File: config.mk
export PLATFORM = sky130hd
export DESIGN_NAME = trivial_rotator_sdf
export DESIGN_NICKNAME = d
export VERILOG_FILES = /design/src/rtl/trivial_rotator_sdf.sv
export SDC_FILE = /design/constraint.sdc
export NUM_CORES = 1
export LEC_CHECK = 0
export ABC_AREA = 1
export CORE_UTILIZATION = 49
export CTS_CLUSTER_DIAMETER = 40
export DETAILED_ROUTE_END_ITERATION = 12
export PLACE_DENSITY = 0.88
export SLEW_MARGIN = 20
export SYNTH_ARGS = -nofsm -noshare
export SYNTH_HDL_FRONTEND = slang
export SYNTH_SLANG_ARGS = --single-unit
File: constraint.sdc
create_clock -name clk -period 1.9 [get_ports clk]
set_input_delay 0.38 -clock clk [delete_from_list [all_inputs] [get_ports clk]]
set_output_delay 0.38 -clock clk [all_outputs]
set_load 0.01 [all_outputs]
File: src/rtl/trivial_rotator_sdf.sv
// Trivial-twiddle rotator for a radix-2^2 SDF FFT/IFFT stage.
// Multiplies the last quarter of each block by -j (FFT) or +j (IFFT) with saturating negation.
module trivial_rotator_sdf #(
  parameter int INTEGER_SIZE = 6,
  parameter int FRACT_SIZE   = 12,
  parameter int BLOCK_LEN    = 16,
  parameter int NFFT         = 64,
  parameter int LATENCY      = 1,
  localparam int DATA_WIDTH  = INTEGER_SIZE + FRACT_SIZE
) (
  input  logic                         clk,
  input  logic                         rst,
  input  logic                         in_valid,
  input  logic                         in_sync,
  input  logic                         inverse,
  input  logic signed [DATA_WIDTH-1:0] in_r,
  input  logic signed [DATA_WIDTH-1:0] in_i,
  output logic                         out_valid,
  output logic                         out_sync,
  output logic signed [DATA_WIDTH-1:0] out_r,
  output logic signed [DATA_WIDTH-1:0] out_i,
  output logic                         out_sat
);

  localparam int IdxW = $clog2(BLOCK_LEN);
  localparam logic signed [DATA_WIDTH-1:0] MinVal = {1'b1, {(DATA_WIDTH-1){1'b0}}};
  localparam logic signed [DATA_WIDTH-1:0] MaxVal = {1'b0, {(DATA_WIDTH-1){1'b1}}};

  if ((BLOCK_LEN & (BLOCK_LEN - 1)) != 0) begin : g_bad_pow2
    $error("BLOCK_LEN must be a power of two");
  end
  if (BLOCK_LEN < 4 || BLOCK_LEN > NFFT) begin : g_bad_len
    $error("BLOCK_LEN must lie in 4..NFFT");
  end
  if (LATENCY < 1 || LATENCY > 3) begin : g_bad_lat
    $error("LATENCY must lie in 1..3");
  end

  // Sample index within the current block
  logic [IdxW-1:0] cnt_q, cnt_d, idx;
  logic            rotate;

  always_comb begin
    cnt_d = cnt_q;
    if (in_valid) begin
      cnt_d = in_sync ? IdxW'(1) : cnt_q + IdxW'(1);
    end
  end

  assign idx    = in_sync ? '0 : cnt_q;
  assign rotate = (idx[IdxW-1 -: 2] == 2'b11);

  always_ff @(posedge clk or posedge rst) begin
    if (rst) begin
      cnt_q <= '0;
    end else begin
      cnt_q <= cnt_d;
    end
  end

  // Saturating negation: only the most negative value cannot be negated exactly
  logic signed [DATA_WIDTH-1:0] neg_r, neg_i;
  logic                         sat_r, sat_i;

  assign sat_r = (in_r == MinVal);
  assign sat_i = (in_i == MinVal);
  assign neg_r = sat_r ? MaxVal : -in_r;
  assign neg_i = sat_i ? MaxVal : -in_i;

  logic signed [DATA_WIDTH-1:0] rot_r, rot_i;
  logic                         rot_sat;

  always_comb begin
    rot_r   = in_r;
    rot_i   = in_i;
    rot_sat = 1'b0;
    if (rotate) begin
      if (inverse) begin
        rot_r   = neg_i;
        rot_i   = in_r;
        rot_sat = sat_i;
      end else begin
        rot_r   = in_i;
        rot_i   = neg_r;
        rot_sat = sat_r;
      end
    end
  end

  // Delay line: valid always shifts, payload only loads behind a valid so bubbles hold data
  logic [LATENCY-1:0]           vld_q, sync_q, sat_q;
  logic signed [DATA_WIDTH-1:0] r_q [LATENCY];
  logic signed [DATA_WIDTH-1:0] i_q [LATENCY];

  always_ff @(posedge clk or posedge rst) begin
    if (rst) begin
      vld_q  <= '0;
      sync_q <= '0;
      sat_q  <= '0;
      for (int k = 0; k < LATENCY; k++) begin
        r_q[k] <= '0;
        i_q[k] <= '0;
      end
    end else begin
      vld_q[0] <= in_valid;
      if (in_valid) begin
        r_q[0]    <= rot_r;
        i_q[0]    <= rot_i;
        sat_q[0]  <= rot_sat;
        sync_q[0] <= in_sync;
      end
      for (int k = 1; k < LATENCY; k++) begin
        vld_q[k] <= vld_q[k-1];
        if (vld_q[k-1]) begin
          r_q[k]    <= r_q[k-1];
          i_q[k]    <= i_q[k-1];
          sat_q[k]  <= sat_q[k-1];
          sync_q[k] <= sync_q[k-1];
        end
      end
    end
  end

  assign out_valid = vld_q[LATENCY-1];
  assign out_sync  = sync_q[LATENCY-1];
  assign out_sat   = sat_q[LATENCY-1];
  assign out_r     = r_q[LATENCY-1];
  assign out_i     = i_q[LATENCY-1];

endmodule

==> run summary, run 1 <==
dpl cells = 640
Cell Area, Synth = 2930 µm²
number of routed nets with antenna violations = 0
PortBufs = 79
synthesized area per cell = 6.71 µm²
Synth Area in Compound Gates = 14.3%
period utilization = 95.1%
DRT Wirelength = 9.72 mm
CTS tree = yes
Synth cell types = 25
kind of critical path = input pin to register
Worst R2R Path Depth = 7
Worst path depth = 10
Root Buffer = clkbuf_8
CTS clk-pin slew, worst paths = 0.08 ns
register area share after synthesis = 36.7%
HP Class = input pin to async pin
area of placed instances = 4270 µm²
clk_lat worst skew = 0.30 ns
Syn Nets = 481
first-pass GRT wire length = 15.6 mm
die area = 6290 µm²
xor/xnor share of the synthesized area = 6.87%
worst vdd ir = 0.348 mV
CTS sink cnt = 43
n_diodes = 0
1st-pass router iterations = 5
area grow syn2layout = 51.2%
CTS max path bufs = 2
Nets = 621
top cells by area, synth = dfrtp_1 37%, nand2_1 20%, a21oi_1 7.3%
via count = 3526
adder-cell share of the synthesized area = 1.28%
Hold-fix buffers, CTS = 0
initial antenna violation count = 0
layout cells sized above 1 = 17.3%
skew final = 0.00783 ns
Slew @ Worst Pin = 0.405 ns
max cap viols = 0
Max Clock Freq = 554 MHz
io pins = 80
Syn Inst Count = 437
Final Non-Filler Cells = 650
DRC violations left = 0
Post-DP HPWL = 7.46 mm
Initial Util = 51.9%
main combinational cell family by area after synthesis = simple AND/OR/NAND/NOR gates
crit path cell chain = clkdlybuf4s50_1, inv_1, ha_2, nand3_1, nor2_4, nand4_4, o21ai_2, buf_6, o21ai_0, nand2_1
Top delay family on crit path = buffers and inverters
max-slew violations = 0
Slowest cell on crit path = clkdlybuf4s50_1
Vias/cell = 5.42
global placement routability congestion = 0.919
final hold viol count = 0
deepest level of the CTS H-tree = 2
width of the die = 79.3 µm
worst path bufs/invs = 3
Crit path required time = 2.14 ns
commonest non-fill, non-tap cell in the layout = nand2_1
vias in the first global route = 3365
cts bufs inserted = 5
crit path launch type = input pin
DIE HEIGHT = 79.3 µm
Warnings, synthesis = 0
largest net degree at the start of global routing = 44
post-synthesis mux area share = 0%
crit end category = register
PwrDens = 560 nW/µm²
Tmin final = 1.81 ns
Static Leak = 2.19 nW
outcome = finished, final reports clean
Worst Path Arrival = 2.05 ns
Worst slew margin = 72.7%
worst hold slack = 0.447 ns
Final setup viols = 0
CP peak stage delay = 0.43 ns
Yosys top cell area share = 36.7%
Synth Area in Simple Gates = 32.8%
Synth area leader = dfrtp_1
Routed WL per cell = 15.0 µm
row cnt = 27
finished layout cell area = 4430 µm²
CP max FO = 9
most frequent cells in the layout = 152 x nand2_1, 79 x clkdlybuf4s50_1, 66 x buf_4
Initial DRC Count = 303
Core Footprint = 5640 µm²
flops & latches, synth = 43
grt total ovfl = 0
GRT Total Usage = 32.4%
## flip-flops by register name, summed over array words and instances (netlist names)
register   count
out_i         18
out_r         18
cnt_q          4
out_sat        1
out_sync       1
out_valid      1
## metrics by stage
step / setup slack, ns / setup TNS (ns) / utilization, % / power, mW
floorplan: 0.389 / 0 / - / 1.43
global placement: -0.196 / -4.43 / 75.7 / 1.87
detailed placement: -0.322 / -7.48 / 75.7 / 1.89
CTS: 0.0104 / 0 / 77.3 / 2.47
global route: -0.0131 / -0.0461 / 78.6 / 2.61
finish: 0.0937 / 0 / 78.6 / 2.48
## final timing paths
kind / start / slack (ns) / to
max: in_i[1] / 0.09 / out_r[9]
min: rst / 0.45 / out_i[5]
max reg2reg: cnt_q[2] / 0.43 / out_i[12]
min reg2reg: out_i[11] / 0.48 / out_i[11]
max in group asynchronous: rst / 1.24 / out_r[8]
min in group clk: out_i[11] / 0.48 / out_i[11]
## per-layer routing
| metal | part of all wire, % | track usage (%) | up-vias |
|---|---|---|---|
| met2 | 47 | 54.2 | 174 |
| met5 | 0 | 0 | - |
| met4 | 2.6 | 11.1 | 0 |
| met3 | 7.6 | 4.94 | 26 |
| met1 | 42 | 42.4 | 1658 |
| li1 | - | - | 1668 |
## where the power goes
part           internal, mW  switching, mW
Sequential             1.01         0.0605
Clock                 0.259          0.322
Combinational         0.417          0.410
Total                  1.69          0.792
## layout make-up
type                       instances  area (µm²)
sequential                        43        1080
clock inverter                     1        5.00
clock buffer                       7        76.3
tap                               72        90.1
fill                             391        1210
inverter                          43         161
multi-input combinational        336        1690
timing repair buffer             148        1340
## tightest hold or removal path: stages
cell and delay, ns:
clkdlybuf4s50_1 0.40, inv_1 0.10, buf_12 0.25
## cells in the mapped netlist (all sizes together)
master  number
a31oi        1
o21ai       35
nand2      154
nor3         4
nand3       23
nand4        5
o31ai        1
xor2        23
ha           3
clkbuf       9
a21oi       43
nor2        41
buf          7
dfrtp       43
inv         43
or2          1
o21a         1
## cell families after synthesis
kind of cell / count (synthesis)
AND/OR/NAND/NOR: 228
adder cells (fa/ha/maj): 3
flip-flops: 43
AO/OA/AOI/OAI: 81
XOR/XNOR: 23
buffers and inverters: 59
## timing repair
action	in CTS	in global routing
cloned	0	1
buffers inserted	0	1
pin swaps	0	4
resized for setup	1	14
endpoints found under the setup margin	4	34
Note: power is estimated with default switching activity, not from simulation.
==> run 2, diff against run 1 <==
==> constraint.sdc (replaced) <==
create_clock -name clk -period 1.9 [get_ports clk]
set_input_delay 0.475 -clock clk [delete_from_list [all_inputs] [get_ports clk]]
set_output_delay 0.475 -clock clk [all_outputs]
set_load 0.01 [all_outputs]
==> run summary, run 2 (synthesized netlist as in run 1, its figures left out) <==
outcome = finished, final reports clean (unchanged)
Final WS setup = 0.0467 ns (was 0.0937 ns)
Slowest cell on crit path = clkdlybuf4s50_1 (unchanged)
period utilization = 97.5% (was 95.1%)
max-slew violations = 0 (unchanged)
crit end category = register (unchanged)
CTS tree = yes (unchanged)
CTS clk-pin slew, worst paths = 0.08 ns (about the same)
number of routed nets with antenna violations = 0 (unchanged)
layout cells sized above 1 = 19.8% (was 17.3%)
Nets = 625 (was 621)
Hold Path Depth = 2
worst vdd ir = 0.380 mV (was 0.348 mV)
global placement routability congestion = 0.942 (was 0.919)
commonest non-fill, non-tap cell in the layout = nand2_1 (unchanged)
crit path launch type = input pin (unchanged)
HP Class = register to register (was input pin to async pin)
area grow syn2layout = 55.6% (was 51.2%)
Slew @ Worst Pin = 0.344 ns (was 0.405 ns)
n_diodes = 0 (unchanged)
row cnt = 27 (unchanged)
1st-pass router iterations = 6 (was 5)
die area = 6290 µm² (unchanged)
Crit path required time = 2.15 ns (was 2.14 ns)
Initial DRC Count = 374 (was 303)
skew final = 0.00620 ns (was 0.00783 ns)
Hold-fix buffers, CTS = 0 (unchanged)
Hold EP = out_i[11]
cts bufs inserted = 5 (unchanged)
Post-DP HPWL = 7.46 mm (about the same)
DRT Wirelength = 10.2 mm (was 9.72 mm)
via count = 3583 (was 3526)
Root Buffer = clkbuf_8 (unchanged)
dpl ws = -0.443 ns (was -0.322 ns)
Worst R2R Path Depth = 7 (unchanged)
vias in the first global route = 3365 (unchanged)
PwrDens = 567 nW/µm² (was 560 nW/µm²)
clk_lat worst skew = 0.31 ns (was 0.30 ns)
Worst Path Arrival = 2.10 ns (was 2.05 ns)
width of the die = 79.3 µm (unchanged)
initial antenna violation count = 0 (unchanged)
deepest level of the CTS H-tree = 2 (unchanged)
io pins = 80 (unchanged)
Worst slew margin = 76.8% (was 72.7%)
reg2reg start = cnt_q[2] (unchanged)
GRT Total Usage = 33.0% (was 32.4%)
most frequent cells in the layout = 152 x nand2_1, 73 x clkdlybuf4s50_1, 68 x buf_4 (was 152 x nand2_1, 79 x clkdlybuf4s50_1, 66 x buf_4)
kind of critical path = input pin to register (unchanged)
grt total ovfl = 0 (unchanged)
CP max FO = 7 (was 9)
Static Leak = 2.28 nW (was 2.19 nW)
CP peak stage delay = 0.47 ns (was 0.43 ns)
largest net degree at the start of global routing = 44 (unchanged)
final hold viol count = 0 (unchanged)
Critical R2R Capture = out_r[6] (was out_i[12])
PortBufs = 79 (unchanged)
Final Non-Filler Cells = 654 (was 650)
CTS max path bufs = 2 (unchanged)
utilization after layout = 80.8% (was 78.6%)
Routed WL per cell = 15.6 µm (was 15.0 µm)
Design Power = 2.59 mW (was 2.48 mW)
Max Clock Freq = 540 MHz (was 554 MHz)
Core Footprint = 5640 µm² (unchanged)
Final setup viols = 0 (unchanged)
finished layout cell area = 4560 µm² (was 4430 µm²)
DIE HEIGHT = 79.3 µm (unchanged)
CTS sink cnt = 43 (unchanged)
DRC violations left = 0 (unchanged)
crit path cell chain = clkdlybuf4s50_1, nor2_2, nand2_1, nor2_4, nand4_4, nor2_4, nor2_4, nand2_1, nand2_1, nand2_1 (was clkdlybuf4s50_1, inv_1, ha_2, nand3_1, nor2_4, nand4_4, o21ai_2, buf_6, o21ai_0, nand2_1)
setup_tns = 0 ns (unchanged)
area of placed instances = 4300 µm² (was 4270 µm²)
R2R setup slack = 0.46 ns (was 0.43 ns)
Vias/cell = 5.48 (was 5.42)
Hold Startpoint = out_i[11]
Initial Util = 51.9% (unchanged)
dpl cells = 643 (was 640)
Tmin final = 1.85 ns (was 1.81 ns)
max cap viols = 0 (unchanged)
first-pass GRT wire length = 15.9 mm (was 15.6 mm)
worst hold slack = 0.481 ns (was 0.447 ns)
CP most frequent cell = nand2_1
-- run 2: changes by cell type in the layout (fill, tap and decap cells not counted), sizes merged --
cell | before | now
clkbuf | 7 | 8
clkdlybuf4s50 | 79 | 73
buf | 69 | 73
dlymetal6s2s | 0 | 6
clkinv | 1 | 0
-- run 2: how the worst max path moves through the flow --
stage,cells past startpoint,startpoint,end
final,10,in_r[6],out_i[2]
after global routing,10,in_r[6],out_i[13]
after CTS,10,in_i[1],out_r[8]
after detailed placement,9,in_r[1],out_i[11]
after global placement,9,in_r[1],out_i[11]
after floorplan,9,in_i[0],out_r[17]
-- run 2: final cells by class --
type	count	area, µm²
clock buffer	8	100
fill	395	1080
inverter	43	161
multi-input combinational	336	1740
sequential	43	1080
tap	72	90.1
timing repair buffer	152	1390
-- run 2: layer usage --
layer	vias to the layer above	wire, µm	track usage (%)
met4	0	397	14.0
met3	41	817	4.02
li1	1682	-	-
met5	-	0	0
met2	219	4670	53.3
met1	1641	4290	44.5
-- run 2: repair_timing --
item | 4_1_cts | 5_1_grt
setup endpoints to repair | 17 | 36
gates cloned | 1 | 1
pin swaps | 2 | 6
buffers inserted | 0 | 1
gates resized for setup | 3 | 37
-- run 2: worst max-delay path: cells and delay by family --
| family | cells | cell delay, ns |
|---|---|---|
| buffers and inverters | 1 | 0.47 |
| AND/OR/NAND/NOR | 9 | 1.15 |
-- run 2: power breakdown --
part | total [mW] | switching (mW) | internal [mW]
combinational | 0.848 | 0.422 | 0.427
clock | 0.664 | 0.332 | 0.332
sequential | 1.07 | 0.0606 | 1.01
total | 2.59 | 0.814 | 1.77
==> run 3, diff against run 2 <==
CORE_MARGIN = 5   (was unset)
SLEW_MARGIN = 40   (was 20)
==> run summary, run 3 (synthesized netlist as in run 1, its figures left out) <==
dpl ws = -0.311 ns (was -0.443 ns)
Post-DP HPWL = 7.44 mm (was 7.46 mm)
Final Non-Filler Cells = 656 (was 654)
clk_lat worst skew = 0.31 ns (about the same)
register area = 1080 µm² (unchanged)
Design Power = 2.80 mW (was 2.59 mW)
die area = 7630 µm² (was 6290 µm²)
area of placed instances = 4270 µm² (was 4300 µm²)
DRT Wirelength = 10.4 mm (was 10.2 mm)
deepest level of the CTS H-tree = 2 (unchanged)
grt total ovfl = 0 (unchanged)
layout cells sized above 1 = 20.1% (was 19.8%)
Logic pwr share = 30.1% (was 32.8%)
Crit. Startpoint = in_i[0] (was in_r[6])
setup_tns = 0 ns (unchanged)
initial antenna violation count = 0 (unchanged)
kind of critical path = input pin to register (unchanged)
final hold viol count = 0 (unchanged)
1st-pass router iterations = 6 (unchanged)
max cap viols = 0 (unchanged)
skew final = 0.0102 ns (was 0.00620 ns)
CTS clk-pin slew, worst paths = 0.10 ns (was 0.08 ns)
HP Class = register to register (unchanged)
finished layout cell area = 4570 µm² (was 4560 µm²)
Crit path required time = 2.11 ns (was 2.15 ns)
cts bufs inserted = 5 (unchanged)
Nets = 624 (was 625)
Slowest cell on crit path = clkdlybuf4s50_1 (unchanged)
Psw = 0.848 mW (was 0.814 mW)
Hold-fix buffers, CTS = 0 (unchanged)
Max Clock Freq = 532 MHz (was 540 MHz)
commonest non-fill, non-tap cell in the layout = nand2_1 (unchanged)
CTS tree = yes (unchanged)
CP peak stage delay = 0.52 ns (was 0.47 ns)
Worst Path Arrival = 2.08 ns (was 2.10 ns)
Slew @ Worst Pin = 0.353 ns (was 0.344 ns)
final-layout fill cell count = 398 (was 395)
utilization after layout = 78.1% (was 80.8%)
width of the die = 87.3 µm (was 79.3 µm)
PwrDens = 613 nW/µm² (was 567 nW/µm²)
io pins = 80 (unchanged)
dpl cells = 644 (was 643)
Clk network pwr share = 31.7% (was 25.7%)
DIE HEIGHT = 87.3 µm (was 79.3 µm)
crit end category = register (unchanged)
area grow syn2layout = 56.0% (was 55.6%)
Routed WL per cell = 15.8 µm (was 15.6 µm)
PortBufs = 79 (unchanged)
first-pass GRT wire length = 15.7 mm (was 15.9 mm)
DRC violations left = 0 (unchanged)
Initial DRC Count = 341 (was 374)
crit path cell chain = clkdlybuf4s50_1, inv_2, ha_4, nand3_2, nor2_4, buf_4, a21oi_1, xor2_1, nand2_1, nand2_1, nand2_1 (was clkdlybuf4s50_1, nor2_2, nand2_1, nor2_4, nand4_4, nor2_4, nor2_4, nand2_1, nand2_1, nand2_1)
Root Buffer = clkbuf_8 (unchanged)
row cnt = 28 (was 27)
most frequent cells in the layout = 151 x nand2_1, 75 x clkdlybuf4s50_1, 69 x buf_4 (was 152 x nand2_1, 73 x clkdlybuf4s50_1, 68 x buf_4)
Internal Pwr Total = 1.96 mW (was 1.77 mW)
reg2reg start = cnt_q[2] (unchanged)
Hold Startpoint = out_sync (was out_i[11])
CP max FO = 5 (was 7)
Core Footprint = 5850 µm² (was 5640 µm²)
CP most frequent cell = nand2_1 (unchanged)
via count = 3634 (was 3583)
Worst slew margin = 76.2% (was 76.8%)
vias in the first global route = 3585 (was 3365)
Sequential Power Share = 38.2% (was 41.5%)
RSZ-0062 raised after global routing = true
number of routed nets with antenna violations = 0 (unchanged)
global placement routability congestion = 0.976 (was 0.942)
period utilization = 98.9% (was 97.5%)
Vias/cell = 5.54 (was 5.48)
Final WS setup = 0.0214 ns (was 0.0467 ns)
Static Leak = 2.26 nW (was 2.28 nW)
largest net degree at the start of global routing = 44 (unchanged)
multi-input logic area = 1740 µm² (about the same)
switching part of the total = 30.2% (was 31.5%)
CTS sink cnt = 43 (unchanged)
outcome = finished, final reports clean (unchanged)
Initial Util = 50.1% (was 51.9%)
worst vdd ir = 0.425 mV (was 0.380 mV)
CTS max path bufs = 2 (unchanged)
n_diodes = 0 (unchanged)
max-slew violations = 0 (unchanged)
GRT Total Usage = 26.0% (was 33.0%)
Tmin final = 1.88 ns (was 1.85 ns)
Final setup viols = 0 (unchanged)
worst hold slack = 0.491 ns (was 0.481 ns)
crit path launch type = input pin (unchanged)
## run 3: final timing paths
| path | endpoint | depth (start not counted) | slack [ns] |
|---|---|---|---|
| worst max-delay path | out_r[12] | 11 | 0.02 |
| worst min-delay path | out_sync | 2 | 0.49 |
| worst max register to register | out_i[11] | 7 | 0.37 |
| worst min register to register | out_sync | 2 | 0.49 |
| max in group asynchronous | out_r[11] | 3 | 1.16 |
| min in group asynchronous | out_i[1] | 3 | 0.53 |
## run 3: repair_timing
action	CTS	global route
cloned	0	1
resized for setup	1	37
setup endpoints to repair	3	34
pin swaps	0	11
buffers inserted	0	3
## run 3: per-layer routing
| layer | up-vias | GRT usage (%) | wire (µm) |
|---|---|---|---|
| met3 | 63 | 4.54 | 830 |
| met1 | 1683 | 30.8 | 3930 |
| li1 | 1676 | - | - |
| met4 | 0 | 9.07 | 459 |
| met2 | 212 | 46.8 | 5170 |
| met5 | - | 0 | 0 |
## run 3: final cells by class
type	instances	share of cell area (%)
clock inverters	3	1.48
multi-input cells	336	38.1
clock buffers	5	1.51
well taps	75	2.05
repair buffers	151	29.8
flip-flops and latches	43	23.5
inverters	43	3.53
## run 3: worst max-delay path: cells and delay by family
kind / cells / cell delay (ns)
AO/OA/AOI/OAI: 1 / 0.23
XOR/XNOR: 1 / 0.17
adder cells (fa/ha/maj): 1 / 0.17
buffers and inverters: 3 / 0.73
AND/OR/NAND/NOR: 5 / 0.31
## run 3: power by group through the flow
stage / sequential (mW) / clock, mW / combinational (mW)
2_1_floorplan: 1.12 / 0 / 0.311
3_3_place_gp: 1.09 / 0 / 0.779
3_5_place_dp: 1.09 / 0 / 0.802
4_1_cts: 1.07 / 0.890 / 0.809
5_1_grt: 1.09 / 0.932 / 0.911
6_report: 1.07 / 0.889 / 0.843
